===== src/rtl/pc_sequencer.sv =====
// Program-counter sequencer: sequential/branch/jump next-PC, sticky maskable IRQs, EPC and eret.
// Define PC_SEQ_VECTORED_IRQ_EN for one handler vector per line (VEC_BASE + 4*k); otherwise all lines share VEC_BASE.
module pc_sequencer #(
    parameter int unsigned AW       = 32,
    parameter int unsigned NIRQ     = 4,
    parameter logic [31:0] RESET_PC = 32'd128,
    parameter logic [31:0] VEC_BASE = 32'h0000_0040
) (
    input  logic            clk,
    input  logic            rst_n,
    input  logic            en,
    input  logic            load,
    input  logic [AW-1:0]   entry,
    input  logic            jump,
    input  logic [AW-1:0]   jump_target,
    input  logic            branch_taken,
    input  logic [AW-1:0]   branch_off,
    input  logic            eret,
    input  logic [NIRQ-1:0] irq,
    input  logic [NIRQ-1:0] irq_mask,
    output logic [AW-1:0]   pc,
    output logic [AW-1:0]   pc_plus4,
    output logic [AW-1:0]   epc,
    output logic [3:0]      cause,
    output logic            in_handler,
    output logic [NIRQ-1:0] irq_ack
);

    localparam logic [0:0]    ST_RUN      = 1'b0;
    localparam logic [0:0]    ST_HANDLER  = 1'b1;
    localparam logic [AW-1:0] RESET_PC_AW = AW'(RESET_PC);
    localparam logic [AW-1:0] VEC_BASE_AW = AW'(VEC_BASE);

    logic [0:0]      state_q,   state_d;
    logic [AW-1:0]   pc_q,      pc_d;
    logic [AW-1:0]   epc_q,     epc_d;
    logic [3:0]      cause_q,   cause_d;
    logic [NIRQ-1:0] pending_q, pending_d;
    logic [NIRQ-1:0] ack_q,     ack_d;

    logic [NIRQ-1:0] avail;
    logic [NIRQ-1:0] clear;
    logic [3:0]      take_idx;
    logic            found;
    logic            take;
    logic [AW-1:0]   seq_next;
    logic [AW-1:0]   handler_pc;

    function automatic logic [AW-1:0] align(input logic [AW-1:0] a);
        return {a[AW-1:2], 2'b00};
    endfunction

    assign pc_plus4   = pc_q + AW'(4);
    assign pc         = pc_q;
    assign epc        = epc_q;
    assign cause      = cause_q;
    assign in_handler = (state_q == ST_HANDLER);
    assign irq_ack    = ack_q;

    // State registers
    always_ff @(posedge clk or negedge rst_n) begin
        if (!rst_n) begin
            state_q   <= ST_RUN;
            pc_q      <= RESET_PC_AW;
            epc_q     <= '0;
            cause_q   <= '0;
            pending_q <= '0;
            ack_q     <= '0;
        end else begin
            state_q   <= state_d;
            pc_q      <= pc_d;
            epc_q     <= epc_d;
            cause_q   <= cause_d;
            pending_q <= pending_d;
            ack_q     <= ack_d;
        end
    end

    // Next-state: fixed-priority IRQ select, then load > take > eret > sequential
    always_comb begin
        avail    = pending_q & irq_mask;
        take_idx = '0;
        found    = 1'b0;
        for (int i = 0; i < int'(NIRQ); i++) begin
            if (avail[i] && !found) begin
                take_idx = 4'(i);
                found    = 1'b1;
            end
        end
        take  = en && !load && found && (state_q == ST_RUN);
        clear = take ? (NIRQ'(1) << take_idx) : '0;

        if (jump)              seq_next = jump_target;
        else if (branch_taken) seq_next = pc_plus4 + branch_off;
        else                   seq_next = pc_plus4;

`ifdef PC_SEQ_VECTORED_IRQ_EN
        handler_pc = VEC_BASE_AW + AW'({take_idx, 2'b00});
`else
        handler_pc = VEC_BASE_AW;
`endif

        state_d   = state_q;
        pc_d      = pc_q;
        epc_d     = epc_q;
        cause_d   = cause_q;
        pending_d = (pending_q | irq) & ~clear;
        ack_d     = '0;

        if (en) begin
            if (load) begin
                pc_d      = align(entry);
                pending_d = '0;
                state_d   = ST_RUN;
            end else if (take) begin
                pc_d    = align(handler_pc);
                epc_d   = align(seq_next);
                cause_d = take_idx;
                state_d = ST_HANDLER;
                ack_d   = clear;
            end else if (eret && (state_q == ST_HANDLER)) begin
                pc_d    = align(epc_q);
                state_d = ST_RUN;
            end else begin
                pc_d = align(seq_next);
            end
        end
    end

endmodule


===== config.mk =====
export PLATFORM = sky130hd
export DESIGN_NAME = pc_sequencer
export DESIGN_NICKNAME = d
export VERILOG_FILES = /design/src/rtl/pc_sequencer.sv
export SDC_FILE = /design/constraint.sdc
export NUM_CORES = 1
export LEC_CHECK = 0
export BUFFER_PORTS_ARGS = -buffer_cell sky130_fd_sc_hd__buf_2
export CAP_MARGIN = 20
export CORE_MARGIN = 8
export CORE_UTILIZATION = 50
export DETAILED_ROUTE_END_ITERATION = 8
export MAX_ROUTING_LAYER = met4
export PLACE_DENSITY = 0.86
export SLEW_MARGIN = 15
export SYNTH_ARGS = -nofsm -noshare
export SYNTH_HDL_FRONTEND = slang
export SYNTH_SLANG_ARGS = --single-unit

===== constraint.sdc =====
create_clock -name clk -period 8.5 [get_ports clk]
set_input_delay 0.85 -clock clk [delete_from_list [all_inputs] [get_ports clk]]
set_output_delay 0.85 -clock clk [all_outputs]
set_load 0.02 [all_outputs]

### Word level (Yosys, flattened, before mapping)

Cells that the tools add are included.

* add/sub/neg operators: 2
* shift operators: 1
* multiplexer cells: 21
* bitwise operators: 6
* reduce and logical (&&, ||, !) cells: 14

Operators with widths (count)
* $mux 32: 5
* $add 32x3->32 const B: 1
* $add 32x32->32: 1
* $mux 4: 6
* $and 4x4->4: 2
* $mux 1: 8
* $logic_and 1x1->1: 7
* $logic_not 1->1: 4
* $mux 2: 2
* $not 4->4: 1
* $or 4x4->4: 1
* $shl 1x4->4 const A: 1
* $reduce_and 3->1: 1
* $reduce_bool 3->1: 1
* $not 1->1: 2
* $reduce_and 2->1: 1

* register bits after elaboration: 75
* bits of input ports: 111
* output and inout bits: 105

### Depth between registers and ports, before layout

* depth in word-level cells: 18
* depth in mapped cells: 17
* gate-level depth less buffers: 16

### Worst setup path before layout

OpenSTA, ideal clock, no wires.

* path type: flip-flop to flip-flop
* from: reg pc_q[2], in the netlist pc[2]
* to: reg pc_q[31], in the netlist pc[31]
* arrival time: 4.104 ns
* slack: 4.270 ns
* cell stages (with the launch flop): 17
* cell sequence: dfrtp_1 ha_1 nand3_1 or3_1 nor3_2 nand4_1 xnor2_1 ha_1 clkbuf_1 a21o_1 a31o_2 a41o_1 a31oi_1 a2111oi_0 nor4_1 and3_1 o21ai_1

* word-level cells in the longest chain between the ends: 7

RTL lines
* from (decl): RTL line 35 `logic [AW-1:0] pc_q, pc_d;`
* from (signal assigned): RTL line 71 `pc_q <= pc_d;`
* $add 32x3->32: RTL line 53 `assign pc_plus4 = pc_q + AW'(4);`
* net pc_plus4[18]: RTL line 22 `output logic [AW-1:0] pc_plus4,`
* $add 32x32->32: RTL line 94 `else if (branch_taken) seq_next = pc_plus4 + branch_off;`
* $mux 32: RTL line 94
* $mux 32: RTL line 93 `if (jump) seq_next = jump_target;`
* $mux 32: RTL line 121 `end else if (eret && (state_q == ST_HANDLER)) begin`
* $mux 32: RTL line 115 `end else if (take) begin`
* $mux 32: RTL line 111 `if (load) begin`

The timed path passes the listed nets, and every way through them passes these cells.
A chain may end at the register's enable or synchronous reset.

### Worst setup path after layout

* from: reg pc_q[2], in the netlist pc[2]
* to: reg pc_q[31], in the netlist pc[31]

* word-level cells in the longest chain between the ends: 7

RTL lines (RTL line)
* $add 32x3->32 (*): 53
* $add 32x32->32: 94
* $mux 32 (*): 94
* $mux 32 (*): 93
* $mux 32 (*): 121
* $mux 32 (*): 115
* $mux 32 (*): 111

Mark *: on every way between the ends. The rest lies on a longest branch, timed or not.

==> results.md <==
- Core Util, Final: 62.29%
- Gr usage total: 26.00%
- Initial DRC Count: 787
- Fin area: 7482 um^2
- Overall Power: 1.675 mW
- Share of cells above drive strength 1: between 20% and 30%
- Max-cap viol count: 0
- Die Wd: 126.9 um
- Largest net degree at the start of global routing: between 70 and 80
- WP data arrival: 4.69 ns
- CP dominant cell by count: ha_1
- Pwr Density: between 200 and 250 nW/um^2
- Final hold vios: 0
- CTS tree: built
- Met2 global-route usage: 38.52%
- Minimum clock period: 4.485 ns
- Distinct cells, synth: 69
- Initial antenna violation count: 1
- GR Layer Usage met1: roughly a third
- Total iterations of the first detailed-routing run: 6
- Most common cell in the synthesized netlist: nand2_1
- Slowest stage cell, crit path: or3_1
- Vias per cell: 5.967
- Unrepaired setup endpoints after global routing: false
- Number of routed nets with antenna violations: 0
- Crit share post-route: 52.76%
- Most frequent cells after synthesis: 138 x nand2_1, 88 x o21ai_0, 70 x dfrtp_1, 67 x nor2_1, 53 x a21oi_1
- Internal power: 956.8 uW
- Synth Flop Type: dfrtp_1
- Hold bufs inserted after CTS: 0
- Reg power frac: 29.6%
- Hold slack: 0.4854 ns
- Crit. End Element: flip-flop
- Worst min path class: reg2reg
- Psw: 718.6 uW
- Gpl congestion: between 0.9 and 1
- Post-synth top area share: between 20% and 30%
- Root Buffer: clkbuf_16
- LEAKAGE: 3.612 nW
- Async SR Flop Fraction: 100.0%
- Crit path kind: reg2reg
- Req. time, crit path: 8.71 ns
- Normalized max-slew margin: 33.91%
- Maximum root-to-sink buffer count: 2
- WL/cell: 18.59 um
- Dpl ws: between 4 and 5 ns
- Max-slew violation count: 0
- H-Tree Depth: 3
- I/O Buffers: 201
- Worst-Margin Slew: 0.9913 ns
- Clk slew on worst S/H paths: 0.06 ns
- Vias: 6707
- Nets: between 1000 and 1500
- Fin worst setup slack: between 4 and 5 ns
- Core ar.: 12010 um^2
- CP bufs+invs: 0
- # clock sinks: 71
- Vias in the first global route: 6247
- Synth Area per Inst: 7.710 um^2
- Post CTS Setup Buffer Count: 0
- Mapped Cells: roughly 800
- Combinational group share of total power: 47.6%
- Ports: 216
- Synth area leaders: dfrtp_1 29%, nand2_1 8.4%, ha_1 7.3%, o21ai_0 7.2%, a21oi_1 4.3%
- Syn Std Cell Area: 6145 um^2
- Gr ovfl total: 0
- Maximum vdd drop: 160.4 uV
- Setup TNS: 0 ns
- Cell Area, Placed: 7169 um^2
- DIE AREA: 16090 um^2
- Clock skew: 0.007403 ns
- Clock Power Share: 22.8%
- CP max FO: 7
- Post-synthesis sequential area ratio: between 20% and 30%
- FP Rows: 40
- Routed wire length: 20890 um
- Largest area contributor in the netlist: dfrtp_1
- Detailed placer's ending HPWL: 16580 um
- #FFs+latches synth: 71
- Yosys warning total: 0
- CTS buffer count: 9
- Fmax: 0.2230 GHz
- Max incr delay on CP: 0.47 ns
- Switching Share: 42.89%
- Initial Util: between 50% and 60%
- Critical Path Source Type: flip-flop
- Dpl cells: approximately 1100
- Cell breakdown of the critical path: ha_1 > nand3_1 > or3_1 > nor3_2 > nand4_1 > xnor2_1 > ha_1 > a21o_1 > a31o_2 > a41o_1 > a31oi_1 > a2111oi_0 > nor4_1 > and3_1 > o21ai_1
- Die height: 126.9 um
- Setup Viol. Count Final: 0
- Count of non-filler cells in the finished layout: 1124
- Skew-Pair Late Insertion Delay: 0.33 ns
- Cts repair resizes: 0
- Most Crowded Layer GR: met2
- CP top delay family: simple AND/OR/NAND/NOR gates
- Status: finished, final reports clean
- Met3 usage: ~4.5%
- First-pass GRT wire length: 32660 um
- Synth-to-layout area growth: 21.77%
- Residual DRC: 0
- EDFF count, synth: 0
-- path summary, 6_finish.rpt --
| path | from | end | slack [ns] | cells past startpoint |
|---|---|---|---|---|
| max | pc[2]$_DFFE_PN0P_ | pc[31]$_DFFE_PN0P_ | 4.02 | 15 |
| min | cause[0]$_DFFE_PN0P_ | cause[0]$_DFFE_PN0P_ | 0.49 | 1 |
| max reg2reg | pc[2]$_DFFE_PN0P_ | pc[31]$_DFFE_PN0P_ | 4.02 | 15 |
| min reg2reg | cause[0]$_DFFE_PN0P_ | cause[0]$_DFFE_PN0P_ | 0.49 | 1 |
| max in group asynchronous | rst_n | epc[3]$_DFFE_PN0P_ | 7.18 | 2 |
| min in group asynchronous | rst_n | epc[25]$_DFFE_PN0P_ | 0.73 | 2 |
-- metal layers --
layer  part of all wire [%]  wire (um)  vias to the layer above
met2                     44       9264                      352
li1                       -          -                     3198
met3                    8.7       1818                       45
met5                      0          0                        -
met1                     44       9117                     3112
met4                    3.3        693                        0
-- area by class of cell --
| cell class | instances | area, um^2 |
|---|---|---|
| well taps | 147 | 183.9 |
| repair buffers | 204 | 1028 |
| clock buffers | 13 | 270.3 |
| clock inverters | 3 | 40.04 |
| fillers | 1146 | 4529 |
| flip-flops and latches | 71 | 1778 |
| diodes | 1 | 2.502 |
| multi-input cells | 666 | 4108 |
| inverters | 19 | 71.32 |
-- power groups by stage --
stage / registers [mW] / logic (mW) / clock network (mW)
after global routing: 0.506 / 0.870 / 0.401
after global placement: 0.493 / 0.776 / 0
after CTS: 0.493 / 0.792 / 0.390
final: 0.496 / 0.798 / 0.382
after floorplan: 0.581 / 0.440 / 0
after detailed placement: 0.498 / 0.788 / 0
-- state kept, by name, indices dropped and copies added (netlist names) --
name,count
in_handler,1
epc,30
pc,30
pending_q,4
cause,2
irq_ack,4
-- layout by cell type, fill, tap and decap left out, types with 8 or more instances in the layout --
cell type  Yosys  final
nand4_1       13     13
nor2_1        67     67
xnor2_1       26     26
a22oi_1        8      8
inv_1         18     18
a21o_1        22     21
o31ai_1        8      8
conb_1         1      8
nand2_1      138    138
mux2_2         8      8
mux2i_1       12     12
a31oi_1        8      8
and2_1         9      9
ha_1          36     36
o21ai_0       88     88
nand3_1       25     25
a21oi_1       53     53
buf_2          1    201
dfrtp_1       70     70
xor2_1        15     15
and3_1         9      9
clkbuf_16      0      9
o211ai_1      14     14
-- worst register-to-register path, delay by kind of cell (launching register included) --
family | cells | cell delay, ns
DFF | 1 | 0.43
adders and majority gates | 2 | 0.62
AOI/OAI and AO/OA | 6 | 1.15
and+or+nand+nor | 6 | 1.80
xor gates and xnor gates | 1 | 0.38
-- kinds of logic (layout without fill, tap and decap cells) --
kind of cell,Yosys count,after routing,synth area share (%)
buffers and inverters,67,239,4.663
AOI/OAI and AO/OA,259,259,26.67
xor gates and xnor gates,42,42,6.109
and+or+nand+nor,299,299,22.24
other,1,9,0.06103
muxes,21,21,3.665
adders and majority gates,37,37,7.656
DFF,71,71,28.94
Power figures use the tool's default switching activity.
